$ cat config.mk
export PLATFORM = sky130hd
export DESIGN_NAME = dw_dbp_apb_completer
export DESIGN_NICKNAME = d
export VERILOG_FILES = /design/src/rtl/dw_dbp_apb_pkg.sv /design/src/rtl/dw_dbp_sync_fifo.sv /design/src/rtl/dw_dbp_apb_completer.sv
export SDC_FILE = /design/constraint.sdc
export NUM_CORES = 1
export LEC_CHECK = 0
export CELL_PAD_IN_SITES_DETAIL_PLACEMENT = 1
export CELL_PAD_IN_SITES_GLOBAL_PLACEMENT = 1
export CORE_UTILIZATION = 45
export CTS_CLUSTER_DIAMETER = 80
export DETAILED_ROUTE_END_ITERATION = 16
export GPL_TIMING_DRIVEN = 0
export PLACE_DENSITY = 0.92
export SETUP_SLACK_MARGIN = 0.2
export SYNTH_ARGS = -nofsm -noshare
export SYNTH_HDL_FRONTEND = slang
export SYNTH_HIERARCHICAL = 1
export SYNTH_SLANG_ARGS = --single-unit
$ cat constraint.sdc
create_clock -name clk -period 7.75 [get_ports clk]
set_input_delay 1.1625 -clock clk [delete_from_list [all_inputs] [get_ports clk]]
set_output_delay 1.1625 -clock clk [all_outputs]
set_load 0.02 [all_outputs]
$ cat src/rtl/dw_dbp_apb_pkg.sv
// Shared definitions for the debug-APB completer: register offsets, STATUS
// bit positions, the default ID value and the transfer FSM state type.
package dw_dbp_apb_pkg;

   // Register byte offsets (bits [1:0] are ignored by the decoder)
   localparam logic [7:0] OFF_ID      = 8'h00;
   localparam logic [7:0] OFF_CTRL    = 8'h04;
   localparam logic [7:0] OFF_STATUS  = 8'h08;
   localparam logic [7:0] OFF_SCRATCH = 8'h0C;
   localparam logic [7:0] OFF_DATA    = 8'h10;
   localparam logic [7:0] OFF_ERRCNT  = 8'h14;

   // STATUS register bit positions
   localparam int ST_DBGEN   = 0;
   localparam int ST_NIDEN   = 1;
   localparam int ST_CNT_LSB = 8;
   localparam int ST_FULL    = 16;
   localparam int ST_EMPTY   = 17;

   localparam logic [31:0] ID_VAL_DEF = 32'h0DB0_0100;

   typedef enum logic [1:0] {IDLE, ACCESS, STALL} state_t;

endpackage

$ cat src/rtl/dw_dbp_sync_fifo.sv
// Single-clock FIFO with registered occupancy count. A push into a full
// FIFO and a pop from an empty FIFO are ignored; full/empty come from the
// registered count, so a same-cycle pop never frees room for a push.
module dw_dbp_sync_fifo #(
   parameter int W     = 32,
   parameter int DEPTH = 4,
   localparam int AW   = $clog2(DEPTH),
   localparam int CW   = AW + 1
) (
   input  logic          clk,
   input  logic          rst,
   input  logic          push,
   input  logic [W-1:0]  push_data,
   input  logic          pop,
   output logic [W-1:0]  head,
   output logic [CW-1:0] count,
   output logic          full,
   output logic          empty
);

   logic [W-1:0]  mem [DEPTH];
   logic [AW-1:0] wr_ptr, rd_ptr;
   logic          do_push, do_pop;

   assign full    = (count == CW'(DEPTH));
   assign empty   = (count == '0);
   assign do_push = push & ~full;
   assign do_pop  = pop & ~empty;
   assign head    = mem[rd_ptr];

   // Storage array; contents are don't-care while empty, so no reset
   always_ff @(posedge clk) begin
      if (do_push) mem[wr_ptr] <= push_data;
   end

   // Pointers wrap naturally since DEPTH is a power of two
   always_ff @(posedge clk) begin
      if (rst) begin
         wr_ptr <= '0;
         rd_ptr <= '0;
         count  <= '0;
      end else begin
         if (do_push) wr_ptr <= wr_ptr + 1'b1;
         if (do_pop)  rd_ptr <= rd_ptr + 1'b1;
         case ({do_push, do_pop})
            2'b10:   count <= count + 1'b1;
            2'b01:   count <= count - 1'b1;
            default: count <= count;
         endcase
      end
   end

endmodule

$ cat src/rtl/dw_dbp_apb_completer.sv
// Debug-APB completer: decodes APB3 transfers into ID/CTRL/STATUS/SCRATCH/
// DATA registers, gates them by dbgen/niden and queues DATA writes into a
// FIFO drained over a valid/ready interface.
// Optional build macro DW_DBP_APB_ERRCNT_EN adds a saturating error counter
// at offset 0x14 (read to observe, any write clears).
module dw_dbp_apb_completer
   import dw_dbp_apb_pkg::*;
#(
   parameter int          ADDR_W   = 12,
   parameter int          DEPTH    = 4,
   parameter int          WAIT_MAX = 15,
   parameter logic [31:0] ID_VAL   = ID_VAL_DEF
) (
   input  logic              clk,
   input  logic              rst,
   input  logic              dbg_apb_dbgen,
   input  logic              dbg_apb_niden,
   input  logic              dbg_apb_psel,
   input  logic              dbg_apb_penable,
   input  logic              dbg_apb_pwrite,
   input  logic [ADDR_W-1:0] dbg_apb_paddr,
   input  logic [31:0]       dbg_apb_pwdata,
   output logic [31:0]       dbg_apb_prdata,
   output logic              dbg_apb_pready,
   output logic              dbg_apb_pslverr,
   output logic              cmd_valid,
   output logic [31:0]       cmd_data,
   input  logic              cmd_ready,
   output logic [31:0]       ctrl_q
);

   localparam int CW  = $clog2(DEPTH) + 1;
   localparam int SCW = $clog2(WAIT_MAX + 1);

   state_t            state;
   logic [31:0]       scratch;
   logic [31:0]       wdata_q;
   logic [SCW-1:0]    stall_cnt;
   logic [CW-1:0]     fifo_count;
   logic              fifo_full, fifo_empty;
   logic              push, pop, setup;
   logic [31:0]       push_word;
   logic [ADDR_W-1:0] addr;
   logic [31:0]       rd_val, status;
   logic              dec_err, wr_ctrl, wr_scratch, wr_data;
   logic              addr_unused;
`ifdef DW_DBP_APB_ERRCNT_EN
   logic [7:0]        errcnt;
   logic              wr_errcnt;
`endif

   // Byte-lane bits of the address carry no meaning for word registers
   assign addr_unused = ^dbg_apb_paddr[1:0];
   assign addr        = {dbg_apb_paddr[ADDR_W-1:2], 2'b00};
   assign setup       = (state == IDLE) & dbg_apb_psel & ~dbg_apb_penable;

   // STATUS snapshot built from live enables and registered FIFO state
   always_comb begin
      status                     = '0;
      status[ST_DBGEN]           = dbg_apb_dbgen;
      status[ST_NIDEN]           = dbg_apb_niden;
      status[ST_CNT_LSB +: 8]    = 8'(fifo_count);
      status[ST_FULL]            = fifo_full;
      status[ST_EMPTY]           = fifo_empty;
   end

   // Setup-cycle decode: which register is hit and whether it errors
   always_comb begin
      rd_val     = '0;
      dec_err    = 1'b0;
      wr_ctrl    = 1'b0;
      wr_scratch = 1'b0;
      wr_data    = 1'b0;
`ifdef DW_DBP_APB_ERRCNT_EN
      wr_errcnt  = 1'b0;
`endif
      if (dbg_apb_pwrite) begin
         if (!dbg_apb_dbgen)                      dec_err    = 1'b1;
         else if (addr == ADDR_W'(OFF_CTRL))      wr_ctrl    = 1'b1;
         else if (addr == ADDR_W'(OFF_SCRATCH))   wr_scratch = 1'b1;
         else if (addr == ADDR_W'(OFF_DATA))      wr_data    = 1'b1;
`ifdef DW_DBP_APB_ERRCNT_EN
         else if (addr == ADDR_W'(OFF_ERRCNT))    wr_errcnt  = 1'b1;
`endif
         else                                     dec_err    = 1'b1;
      end else begin
         if (!dbg_apb_dbgen && !dbg_apb_niden)    dec_err    = 1'b1;
         else if (addr == ADDR_W'(OFF_ID))        rd_val     = ID_VAL;
         else if (addr == ADDR_W'(OFF_CTRL))      rd_val     = ctrl_q;
         else if (addr == ADDR_W'(OFF_STATUS))    rd_val     = status;
         else if (addr == ADDR_W'(OFF_SCRATCH))   rd_val     = scratch;
         else if (addr == ADDR_W'(OFF_DATA))      rd_val     = '0;
`ifdef DW_DBP_APB_ERRCNT_EN
         else if (addr == ADDR_W'(OFF_ERRCNT))    rd_val     = {24'd0, errcnt};
`endif
         else                                     dec_err    = 1'b1;
      end
   end

   // Push straight from the bus in setup, or the held word while stalling
   assign push      = (setup & wr_data & ~fifo_full) |
                      ((state == STALL) & dbg_apb_psel & ~fifo_full);
   assign push_word = (state == STALL) ? wdata_q : dbg_apb_pwdata;
   assign pop       = cmd_valid & cmd_ready;
   assign cmd_valid = ~fifo_empty;

   dw_dbp_sync_fifo #(.W(32), .DEPTH(DEPTH)) u_fifo (
      .clk       (clk),
      .rst       (rst),
      .push      (push),
      .push_data (push_word),
      .pop       (pop),
      .head      (cmd_data),
      .count     (fifo_count),
      .full      (fifo_full),
      .empty     (fifo_empty)
   );

   // Transfer FSM with registered APB response and register commits
   always_ff @(posedge clk) begin
      if (rst) begin
         state           <= IDLE;
         dbg_apb_prdata  <= '0;
         dbg_apb_pready  <= 1'b0;
         dbg_apb_pslverr <= 1'b0;
         ctrl_q          <= '0;
         scratch         <= '0;
         wdata_q         <= '0;
         stall_cnt       <= '0;
`ifdef DW_DBP_APB_ERRCNT_EN
         errcnt          <= '0;
`endif
      end else begin
         case (state)
            IDLE: begin
               if (setup) begin
                  // Only the word needs holding: STALL implies a DATA write
                  wdata_q <= dbg_apb_pwdata;
                  if (wr_ctrl)    ctrl_q  <= dbg_apb_pwdata;
                  if (wr_scratch) scratch <= dbg_apb_pwdata;
`ifdef DW_DBP_APB_ERRCNT_EN
                  if (wr_errcnt)  errcnt  <= '0;
                  if (dec_err && errcnt != 8'hFF) errcnt <= errcnt + 1'b1;
`endif
                  if (wr_data && fifo_full) begin
                     state          <= STALL;
                     stall_cnt      <= '0;
                     dbg_apb_pready <= 1'b0;
                  end else begin
                     state           <= ACCESS;
                     dbg_apb_pready  <= 1'b1;
                     dbg_apb_pslverr <= dec_err;
                     dbg_apb_prdata  <= dec_err ? '0 : rd_val;
                  end
               end
            end
            ACCESS: begin
               state           <= IDLE;
               dbg_apb_pready  <= 1'b0;
               dbg_apb_pslverr <= 1'b0;
               dbg_apb_prdata  <= '0;
            end
            STALL: begin
               if (!dbg_apb_psel) begin
                  // Requester abandoned the transfer; the word is dropped
                  state          <= IDLE;
                  dbg_apb_pready <= 1'b0;
               end else if (!fifo_full) begin
                  state           <= ACCESS;
                  dbg_apb_pready  <= 1'b1;
                  dbg_apb_pslverr <= 1'b0;
               end else begin
                  stall_cnt <= stall_cnt + 1'b1;
                  // Give up in the cycle the counter reaches WAIT_MAX
                  if (stall_cnt == SCW'(WAIT_MAX - 1)) begin
                     state           <= ACCESS;
                     dbg_apb_pready  <= 1'b1;
                     dbg_apb_pslverr <= 1'b1;
`ifdef DW_DBP_APB_ERRCNT_EN
                     if (errcnt != 8'hFF) errcnt <= errcnt + 1'b1;
`endif
                  end
               end
            end
            default: state <= IDLE;
         endcase
      end
   end

endmodule

==> impl_results.md, run 1 <==
- Yosys cell types: 54
- Layout Area Growth over Synthesis: 24.4%
- Post-DP HPWL: 25,800 µm
- First-pass GRT wire length: 56,000 µm
- Avg Vias per Cell: 6.08
- WL per Instance: 24.9 µm
- Worst R2R Setup Slack: 3.63 ns
- Met1 Use GR: 36.2%
- Most prevalent standard cell on the critical path: inv_1
- Residual DRC count: 0
- Vias: 9,065
- DRT iter0 DRCs: 775
- Synthesized instance count: 962
- Row Count: 58
- CP max stage cell: or4_4
- Worst EP required: 8.23 ns
- Cts hold-fix bufs: 0
- Worst-path fanout max: 7
- WHS Path Cells: 2
- Worst reg2reg path depth: 15
- Critical setup path kind: input pin to register
- Worst reg2reg startpoint: state[1]
- Drt pass-1 iters: 5
- Layout cells sized above 1: 11.5%
- Core Area: 25,100 µm²
- Final worst path period share: 56.4%
- Unrepaired setup endpoints after global routing: no
- Yosys warnings: 6
- Leakage Power: 4.64 nW
- Multi-input gate area: 4270 µm²
- Net Switching: 699 µW
- Fillers: 2,649
- Measured slew at the worst slew-check pin: 1.09 ns
- Crit-path leading delay family: simple AND/OR/NAND/NOR gates
- VDD IR-drop max: 0.123 mV
- PortBufs: 147
- Clock transition at the registers of the reported paths: 0.06 ns
- Reg2reg end: u_fifo/count[2]
- Max clock buf depth: 3
- Clk pwr share: 44.1%
- GR met2 Demand/Resource: 48.4%
- Met3 Use GR: 3.60%
- H-tree Lvls: 1
- Seq/Total Area, Yosys: 58.9%
- Sequential Power Share: 50.0%
- Final instance area: 14,300 µm²
- Placed Area: 13,300 µm²
- Grt ovf: 0
- Fin crit period: 4.37 ns
- Placer congestion estimate: 0.919
- Final setup fails: 0
- Total track usage: 28.3%
- WHS Endpoint: wdata_q[21]
- Clk sinks: 273
- CP Cell Sequence: clkdlybuf4s50_1, or4_4, buf_6, or2_2, or4_1, a21oi_1, inv_1, nor2_2, inv_1, ha_1, inv_1, fa_1, xor2_1, or3_1, a21oi_1
- Post-synth ARST share: 0%
- Post-CTS sizing: 0
- Register bit total from synthesis: 273
- Antenna violations before repair: 0
- P_int: 2.34 mW
- Root buf cell: clkbuf_16
- Mapped cell area: 11,500 µm²
- Die H: 162 µm
- Die area: 26,100 µm²
- Setup TNS: 0 ns
- Total length of routed wires: 37,100 µm
- Vias in the first global route: 9,520
- Post-synth EDFFs: 128
- Crit. End Element: register
- Commonest cells after routing, fill and taps aside: clkdlybuf4s50_1, dfxtp_1, edfxtp_1, nand2_1, a21oi_1
- Register area: 6750 µm²
- TritonCTS clock tree: yes
- # Post-CTS Setup Buffers: 0
- Clk_skew: 0.0137 ns
- TritonCTS buffer count: 28
- Synth Area per Inst: 11.9 µm²
- Ys flop type: dfxtp_1
- Slew HR: 27.1%
- Syn_nets: 1,026
- Antenna cell count: 0
- Fmax: 0.229 GHz
- Io pins: 151
- Comb pwr share: 5.8%
- Worst Path Arrival: 4.85 ns
- Slowest stage delay, CP: 0.53 ns
- DRT antenna net count: 0
- Clk_lat worst skew: 0.56 ns
- Worst path bufs/invs: 5
- Power Density: 214 nW/µm²
- Most common cell after layout, fill and taps aside: clkdlybuf4s50_1
- Worst hold path class: register to register
- Critical Path Start Type: input pin
- Status: finished clean
- Hold Path Origin: wdata_q[21]
- MaxCap Viol Count: 0
- Switching part of the total: 23.0%
- Most used routing layer: met2
- Final nets: 1,203
- Initial core utilization: 45.6%
- Chip width: 162 µm
- Final Hold Viols: 0
- Final Max Slew Viols: 0
- Pin count of the biggest net entering global routing: 33
layer usage:
metal,share of wire (%),vias up
met2,50,429
met1,40,4593
met3,7.0,97
met5,0,-
met4,3.7,0
li1,-,3946
power groups by stage:
stage / combinational [mW] / clock (mW) / sequential, mW
6_report: 0.178 / 1.34 / 1.52
5_1_grt: 0.186 / 1.40 / 1.52
4_1_cts: 0.174 / 1.35 / 1.52
3_5_place_dp: 0.171 / 0 / 1.55
3_3_place_gp: 0.162 / 0 / 1.55
2_1_floorplan: 0.0851 / 0 / 1.55
state kept, by name, indices dropped and copies added, names as in the netlist, named ones only:
signal           cells
dbg_apb_pslverr      1
u_fifo/rd_ptr        2
dbg_apb_pready       1
scratch             32
u_fifo/wr_ptr        2
wdata_q             32
u_fifo/count         3
dbg_apb_prdata      32
u_fifo/mem         128
stall_cnt            4
state                2
ctrl_q              32
synthesized netlist by cell type (9+ instances only):
library cell,number,share of area [%]
nand3_1,68,3.0
o31ai_1,20,1.3
edfxtp_1,128,34
mux2_2,34,3.3
inv_1,15,0.49
o2111ai_1,20,1.5
mux4_2,30,5.9
dfxtp_1,145,25
o21ai_0,72,3.1
clkbuf_1,64,2.1
mux2i_1,43,3.8
nand2_1,105,3.4
ha_1,11,1.2
nor2_1,9,0.29
a21oi_1,103,4.5
worst min-delay path: stages (launching register included):
cell and delay, ns:
dfxtp_1 0.31, nand2_1 0.05, a21oi_1 0.05
through the flow:
| step | setup slack (ns) | total power [mW] | hold slack [ns] | utilization, % | cells |
|---|---|---|---|---|---|
| 2_1_floorplan | 3.63 | 1.64 | 0.433 | - | 962 |
| 3_3_place_gp | 2.38 | 1.71 | 0.439 | 53.1 | 1439 |
| 3_5_place_dp | 2.89 | 1.73 | 0.451 | 53.2 | 1439 |
| 4_1_cts | 3.44 | 3.05 | 0.461 | 56.8 | 1491 |
| 5_1_grt | 3.31 | 3.11 | 0.484 | 56.8 | 1491 |
| 6_report | 3.38 | 3.04 | 0.459 | 56.8 | 1491 |
worst max-delay path by stage:
| stage | startpoint | endpoint | slack, ns | cells after the start |
|---|---|---|---|---|
| floorplan | dbg_apb_paddr[6] | u_fifo/mem[0][0] | 3.63 | 8 |
| global placement | dbg_apb_paddr[6] | u_fifo/mem[0][20] | 2.38 | 9 |
| detailed placement | dbg_apb_paddr[6] | u_fifo/mem[2][20] | 2.89 | 9 |
| CTS | dbg_apb_paddr[6] | u_fifo/count[2] | 3.44 | 15 |
| global route | dbg_apb_paddr[6] | u_fifo/count[2] | 3.31 | 15 |
| finish | dbg_apb_paddr[6] | u_fifo/count[2] | 3.38 | 15 |
final cells by class:
type,instances,share of cell area (%)
Tap cell,330,2.90
Buffer,81,2.70
Clock buffer,37,5.43
Timing Repair Buffer,147,10.3
Sequential cell,273,47.3
Multi-Input combinational cell,592,30.0
Inverter,16,0.421
Clock inverter,15,0.939
logic make-up after synthesis:
logic type	count (synthesis)	synth area share, %
DFF	273	58.9
AOI/OAI and AO/OA	242	12.5
and+or+nand+nor	226	9.64
muxes	109	13.5
buffers and inverters	97	3.89
adders and majority gates	12	1.38
xor gates and xnor gates	3	0.229
Note: power is estimated with default switching activity, not from simulation.
==> run 2, diff against run 1 <==
Settings changed: CORE_UTILIZATION 45 to 40, PLACE_DENSITY 0.92 to 0.87.
Clock period 7.75 ns to 3.8 ns, I/O delays scaled along.
==> impl_results.md, run 2 (synthesis gave the netlist of run 1 again) <==
- Most prevalent standard cell on the critical path: inv_1
- Total length of routed wires: 36,800 µm (-0.78%)
- H-tree Lvls: 1 (unchanged)
- Total power: 6.27 mW (+110%)
- PortBufs: 147 (unchanged)
- Metal3 WL: 1920 µm (-26%)
- Layout Area Growth over Synthesis: 25.7%
- TritonCTS clock tree: yes
- Final instance area: 14,400 µm² (+0.99%)
- Clock transition at the registers of the reported paths: 0.06 ns (about the same)
- VDD IR-drop max: 0.304 mV (+150%)
- CP Cell Sequence: clkdlybuf4s50_1, or4_4, buf_6, or2_2, or4_1, a21oi_2, inv_1, nor2_4, inv_1, ha_1, inv_1, fa_1, xor2_1, or3_1, a21oi_1
- Placer congestion estimate: 0.898 (-2.3%)
- Antenna violations before repair: 0 (unchanged)
- Slew HR: 30.6% (+3.5 points)
- Highest Signal Layer: met4
- First-pass GRT wire length: 54,700 µm (-2.3%)
- Die area: 29,300 µm² (+12%)
- Final worst path period share: 93.3%
- Final Max Slew Viols: 0 (unchanged)
- Clk_skew: 0.0198 ns (+0.00604 ns)
- Drt pass-1 iters: 5 (unchanged)
- Fillers: 2,970 (+12%)
- Crit-path leading delay family: simple AND/OR/NAND/NOR gates
- Chip width: 171 µm (+6.0%)
- Placed Area: 13,400 µm² (+0.60%)
- CP max stage cell: or4_4
- Worst path bufs/invs: 5 (unchanged)
- Met1 Wirelength: 15,000 µm (+2.3%)
- Grt ovf: 0 (unchanged)
- Largest Register: u_fifo/mem
- Avg Vias per Cell: 5.80 (-4.6%)
- WL per Instance: 23.8 µm (-4.2%)
- Vias: 8,951 (-1.3%)
- Power Density: 435 nW/µm² (+100%)
- Antenna cell count: 0 (unchanged)
- Critical Path Start Type: input pin
- Unrepaired setup endpoints after global routing: no
- Io pins: 151 (unchanged)
- Fin cells: 1,544 (+3.6%)
- Clk sinks: 273 (unchanged)
- DR WL met2: 18,500 µm (+0.21%)
- Initial core utilization: 40.9% (-4.7 points)
- Commonest cells after routing, fill and taps aside: clkdlybuf4s50_1, dfxtp_1, edfxtp_1, nand2_1, a21oi_1
- Measured slew at the worst slew-check pin: 1.04 ns (-0.0517 ns)
- Status: finished clean
- Row Count: 61 (+5.2%)
- Worst-path fanout max: 7 (unchanged)
- Multi-input gate area: 4280 µm² (+0.29%)
- Setup TNS: 0 ns (unchanged)
- Post-DP HPWL: 25,800 µm (-0.13%)
- Final setup fails: 0 (unchanged)
- TritonCTS buffer count: 29 (+3.6%)
- Vias in the first global route: 9,194 (-3.4%)
- Max clock buf depth: 3 (unchanged)
- DRT antenna net count: 0 (unchanged)
- Most common cell after layout, fill and taps aside: clkdlybuf4s50_1
- Crit. End Element: register
- Post-Place Cells: 1,488 (+3.4%)
- Residual DRC count: 0 (unchanged)
- Fmax: 0.282 GHz
- Worst hold path class: register to register
- Post-route setup slack: 0.253 ns (-3.13 ns)
- Core Area: 28,000 µm² (+12%)
- Total track usage: 25.0% (-3.3 points)
- Clk_lat worst skew: 0.55 ns (about the same)
- Root buf cell: clkbuf_16
- Worst EP required: 4.27 ns (-3.96 ns)
- Place WS: -0.494 ns (-3.38 ns)
- Pin count of the biggest net entering global routing: 33 (unchanged)
- Worst Path Arrival: 4.02 ns (-0.83 ns)
- MaxCap Viol Count: 0 (unchanged)
- Final Hold Viols: 0 (unchanged)
- Leakage Power: 4.67 nW (+0.71%)
- DRT iter0 DRCs: 705 (-9.0%)
- Largest register FFs: 128 (unchanged)
- Slowest stage delay, CP: 0.53 ns (about the same)
- Fin crit period: 3.55 ns
- Die H: 171 µm (+6.0%)
- Layout cells sized above 1: 12.0% (+0.47 points)
- Final nets: 1,207 (+0.33%)
- Critical setup path kind: input pin to register
- Register area: 6750 µm² (unchanged)
[run 2: final timing paths]
kind / from / depth (start not counted) / slack, ns / end
worst min register to register: wdata_q[13] / 2 / 0.46 / wdata_q[13]
worst max-delay path: dbg_apb_paddr[6] / 15 / 0.25 / u_fifo/count[2]
worst min-delay path: wdata_q[13] / 2 / 0.46 / wdata_q[13]
worst max register to register: state[1] / 15 / 0.32 / u_fifo/count[2]
[run 2: worst min-delay path: cells and delay by family, from the launching register on]
kind | cells | cell delay [ns]
DFF | 1 | 0.31
AOI/OAI and AO/OA | 1 | 0.05
and+or+nand+nor | 1 | 0.05
[run 2: where the power goes]
part | internal (mW) | total [mW] | switching, mW
logic | 0.121 | 0.358 | 0.237
registers | 3.09 | 3.11 | 0.0122
clock network | 1.65 | 2.80 | 1.16
total | 4.86 | 6.27 | 1.41
[run 2: repair_timing]
| item | CTS | global route |
|---|---|---|
| gates cloned | 0 | 0 |
| pin swaps | 1 | 2 |
| buffers inserted | 1 | 1 |
| resized for setup | 5 | 0 |
| hold buffers | 0 | 0 |
| setup endpoints to repair | 123 | 1 |
[run 2: stage by stage]
step	hold WS, ns	utilization (%)
2_1_floorplan	0.433	-
3_3_place_gp	0.439	47.8
3_5_place_dp	0.447	47.9
4_1_cts	0.458	51.4
5_1_grt	0.465	51.4
6_report	0.459	51.4
[run 2: layer usage]
metal,vias up,GRT usage (%)
li1,3965,-
met1,4533,31.5
met2,363,43.3
met3,90,2.92
met4,0,10.3
met5,-,0
[run 2: layout make-up]
cell class,count,share of cell area [%]
clock buffer,44,5.78
multi-input combinational,592,29.7
tap,378,3.29
buffer,81,2.68
sequential,273,46.9
inverter,16,0.417
timing repair buffer,150,10.5
clock inverter,10,0.765
==> run 3, diff against run 2 <==
Settings changed: MAX_ROUTING_LAYER set to met4, SKIP_CTS_REPAIR_TIMING set to 1.
==> impl_results.md, run 3 (synthesis gave the netlist of run 1 again) <==
- Unrepaired setup endpoints after global routing: no
- CP Launch Point: dbg_apb_paddr[6]
- Clock transition at the registers of the reported paths: 0.07 ns (about the same)
- H-tree Lvls: 1 (unchanged)
- Place WS: -0.519 ns (-0.0244 ns)
- Max clock buf depth: 3 (unchanged)
- Status: finished clean
- Fmax: 0.277 GHz (-1.6%)
- Grt ovf: 0 (unchanged)
- Placer congestion estimate: 0.931 (+3.7%)
- Commonest cells after routing, fill and taps aside: clkdlybuf4s50_1, dfxtp_1, edfxtp_1, nand2_1, a21oi_1
- Worst hold path class: register to register
- MaxCap Viol Count: 0 (unchanged)
- Worst EP required: 4.27 ns (about the same)
- Clk_skew: 0.0112 ns (-0.00858 ns)
- Measured slew at the worst slew-check pin: 1.10 ns (+0.0622 ns)
- Drt pass-1 iters: 5 (unchanged)
- Leakage Power: 4.67 nW (about the same)
- Crit. End Element: register
- First-pass GRT wire length: 54,400 µm (-0.55%)
- TritonCTS buffer count: 28 (-3.4%)
- DRT iter0 DRCs: 772 (+9.5%)
- Chip width: 171 µm (unchanged)
- WL per Instance: 23.5 µm (-1.3%)
- Io pins: 151 (unchanged)
- Core Area: 28,000 µm² (unchanged)
- Hold Path Origin: wdata_q[21]
- Clk_lat worst skew: 0.55 ns (about the same)
- Initial core utilization: 40.9% (unchanged)
- Final worst path period share: 94.9% (+1.6 points)
- Critical Path Start Type: input pin
- Final Max Slew Viols: 0 (unchanged)
- Worst Path Arrival: 4.08 ns (+0.06 ns)
- Root buf cell: clkbuf_16
- Fillers: 2,945 (-0.84%)
- Hold WS: 0.453 ns (-0.00539 ns)
- Avg Vias per Cell: 5.81 (+0.24%)
- Worst reg2reg startpoint: state[0]
- Antenna violations before repair: 0 (unchanged)
- Post-route setup slack: 0.194 ns (-0.0591 ns)
- Clk sinks: 273 (unchanged)
- Final nets: 1,207 (unchanged)
- PortBufs: 147 (unchanged)
- Final setup fails: 0 (unchanged)
- Power Density: 434 nW/µm² (-0.36%)
- Worst R2R Setup Slack: 0.39 ns (+0.07 ns)
- Vias in the first global route: 9,226 (+0.35%)
- Slew HR: 26.4% (-4.2 points)
- VDD IR-drop max: 0.289 mV (-4.8%)
- Setup TNS: 0 ns (unchanged)
- Residual DRC count: 0 (unchanged)
- Most common cell after layout, fill and taps aside: clkdlybuf4s50_1
- Antenna cell count: 0 (unchanged)
- Total track usage: 25.4% (+0.46 points)
- Vias: 8,967 (+0.18%)
- Total power: 6.24 mW (-0.39%)
- Final Hold Viols: 0 (unchanged)
- Total length of routed wires: 36,300 µm (-1.4%)
- Layout cells sized above 1: 12.3% (+0.27 points)
- Critical setup path kind: input pin to register
- Die H: 171 µm (unchanged)
- Largest register FFs: 128 (unchanged)
- TritonCTS clock tree: yes
- DRT antenna net count: 0 (unchanged)
- Layout Area Growth over Synthesis: 25.6% (about the same)
- Die area: 29,300 µm² (unchanged)
- Post-DP HPWL: 25,600 µm (-0.59%)
- Fin crit period: 3.61 ns (+0.0591 ns)
- Largest Register: u_fifo/mem
- Row Count: 61 (unchanged)
- Worst-path fanout max: 7 (unchanged)
- Pin count of the biggest net entering global routing: 33 (unchanged)
run 3: metal layers:
layer | global-route usage, % | up-vias | routed length (µm)
met5 | - | - | 0
met4 | 9.28 | 0 | 1410
met3 | 3.54 | 91 | 2260
met2 | 42.8 | 350 | 17900
met1 | 31.1 | 4574 | 14700
li1 | - | 3952 | -
run 3: where the power goes:
group / switching [mW] / internal [mW]
registers: 0.0123 / 3.09
clock network: 1.16 / 1.62
logic: 0.235 / 0.122
run 3: critical path, stage by stage:
cell	delay (ns)
clkdlybuf4s50_1	0.41
or4_4	0.53
buf_6	0.16
or2_2	0.30
or4_1	0.45
a21oi_2	0.24
inv_2	0.09
nor2_4	0.14
inv_1	0.07
ha_1	0.24
inv_1	0.08
fa_1	0.17
xor2_1	0.09
or3_1	0.36
a21oi_2	0.17
run 3: area by class of cell:
class	instances	area (µm²)	share of cell area, %
Timing Repair Buffer	151	1510	10.5
Clock buffer	40	817	5.68
Buffer	81	387	2.69
Multi-Input combinational cell	592	4290	29.8
Inverter	16	60.1	0.417
Clock inverter	12	109	0.756
Tap cell	378	473	3.29
Sequential cell	273	6750	46.9
run 3: worst paths after layout:
path	to	depth (start not counted)
max	u_fifo/count[2]	15
min	wdata_q[21]	2
max reg2reg	u_fifo/count[2]	15
min reg2reg	wdata_q[21]	2
run 3: through the flow:
| stage | cells | area (µm²) | util (%) |
|---|---|---|---|
| after detailed placement | 1488 | 13400 | 47.9 |
| after global placement | 1487 | 13400 | 47.8 |
| after CTS | 1540 | 14400 | 51.2 |
| final | 1543 | 14400 | 51.4 |
| after floorplan | 962 | 11500 | - |
| after global routing | 1543 | 14400 | 51.4 |
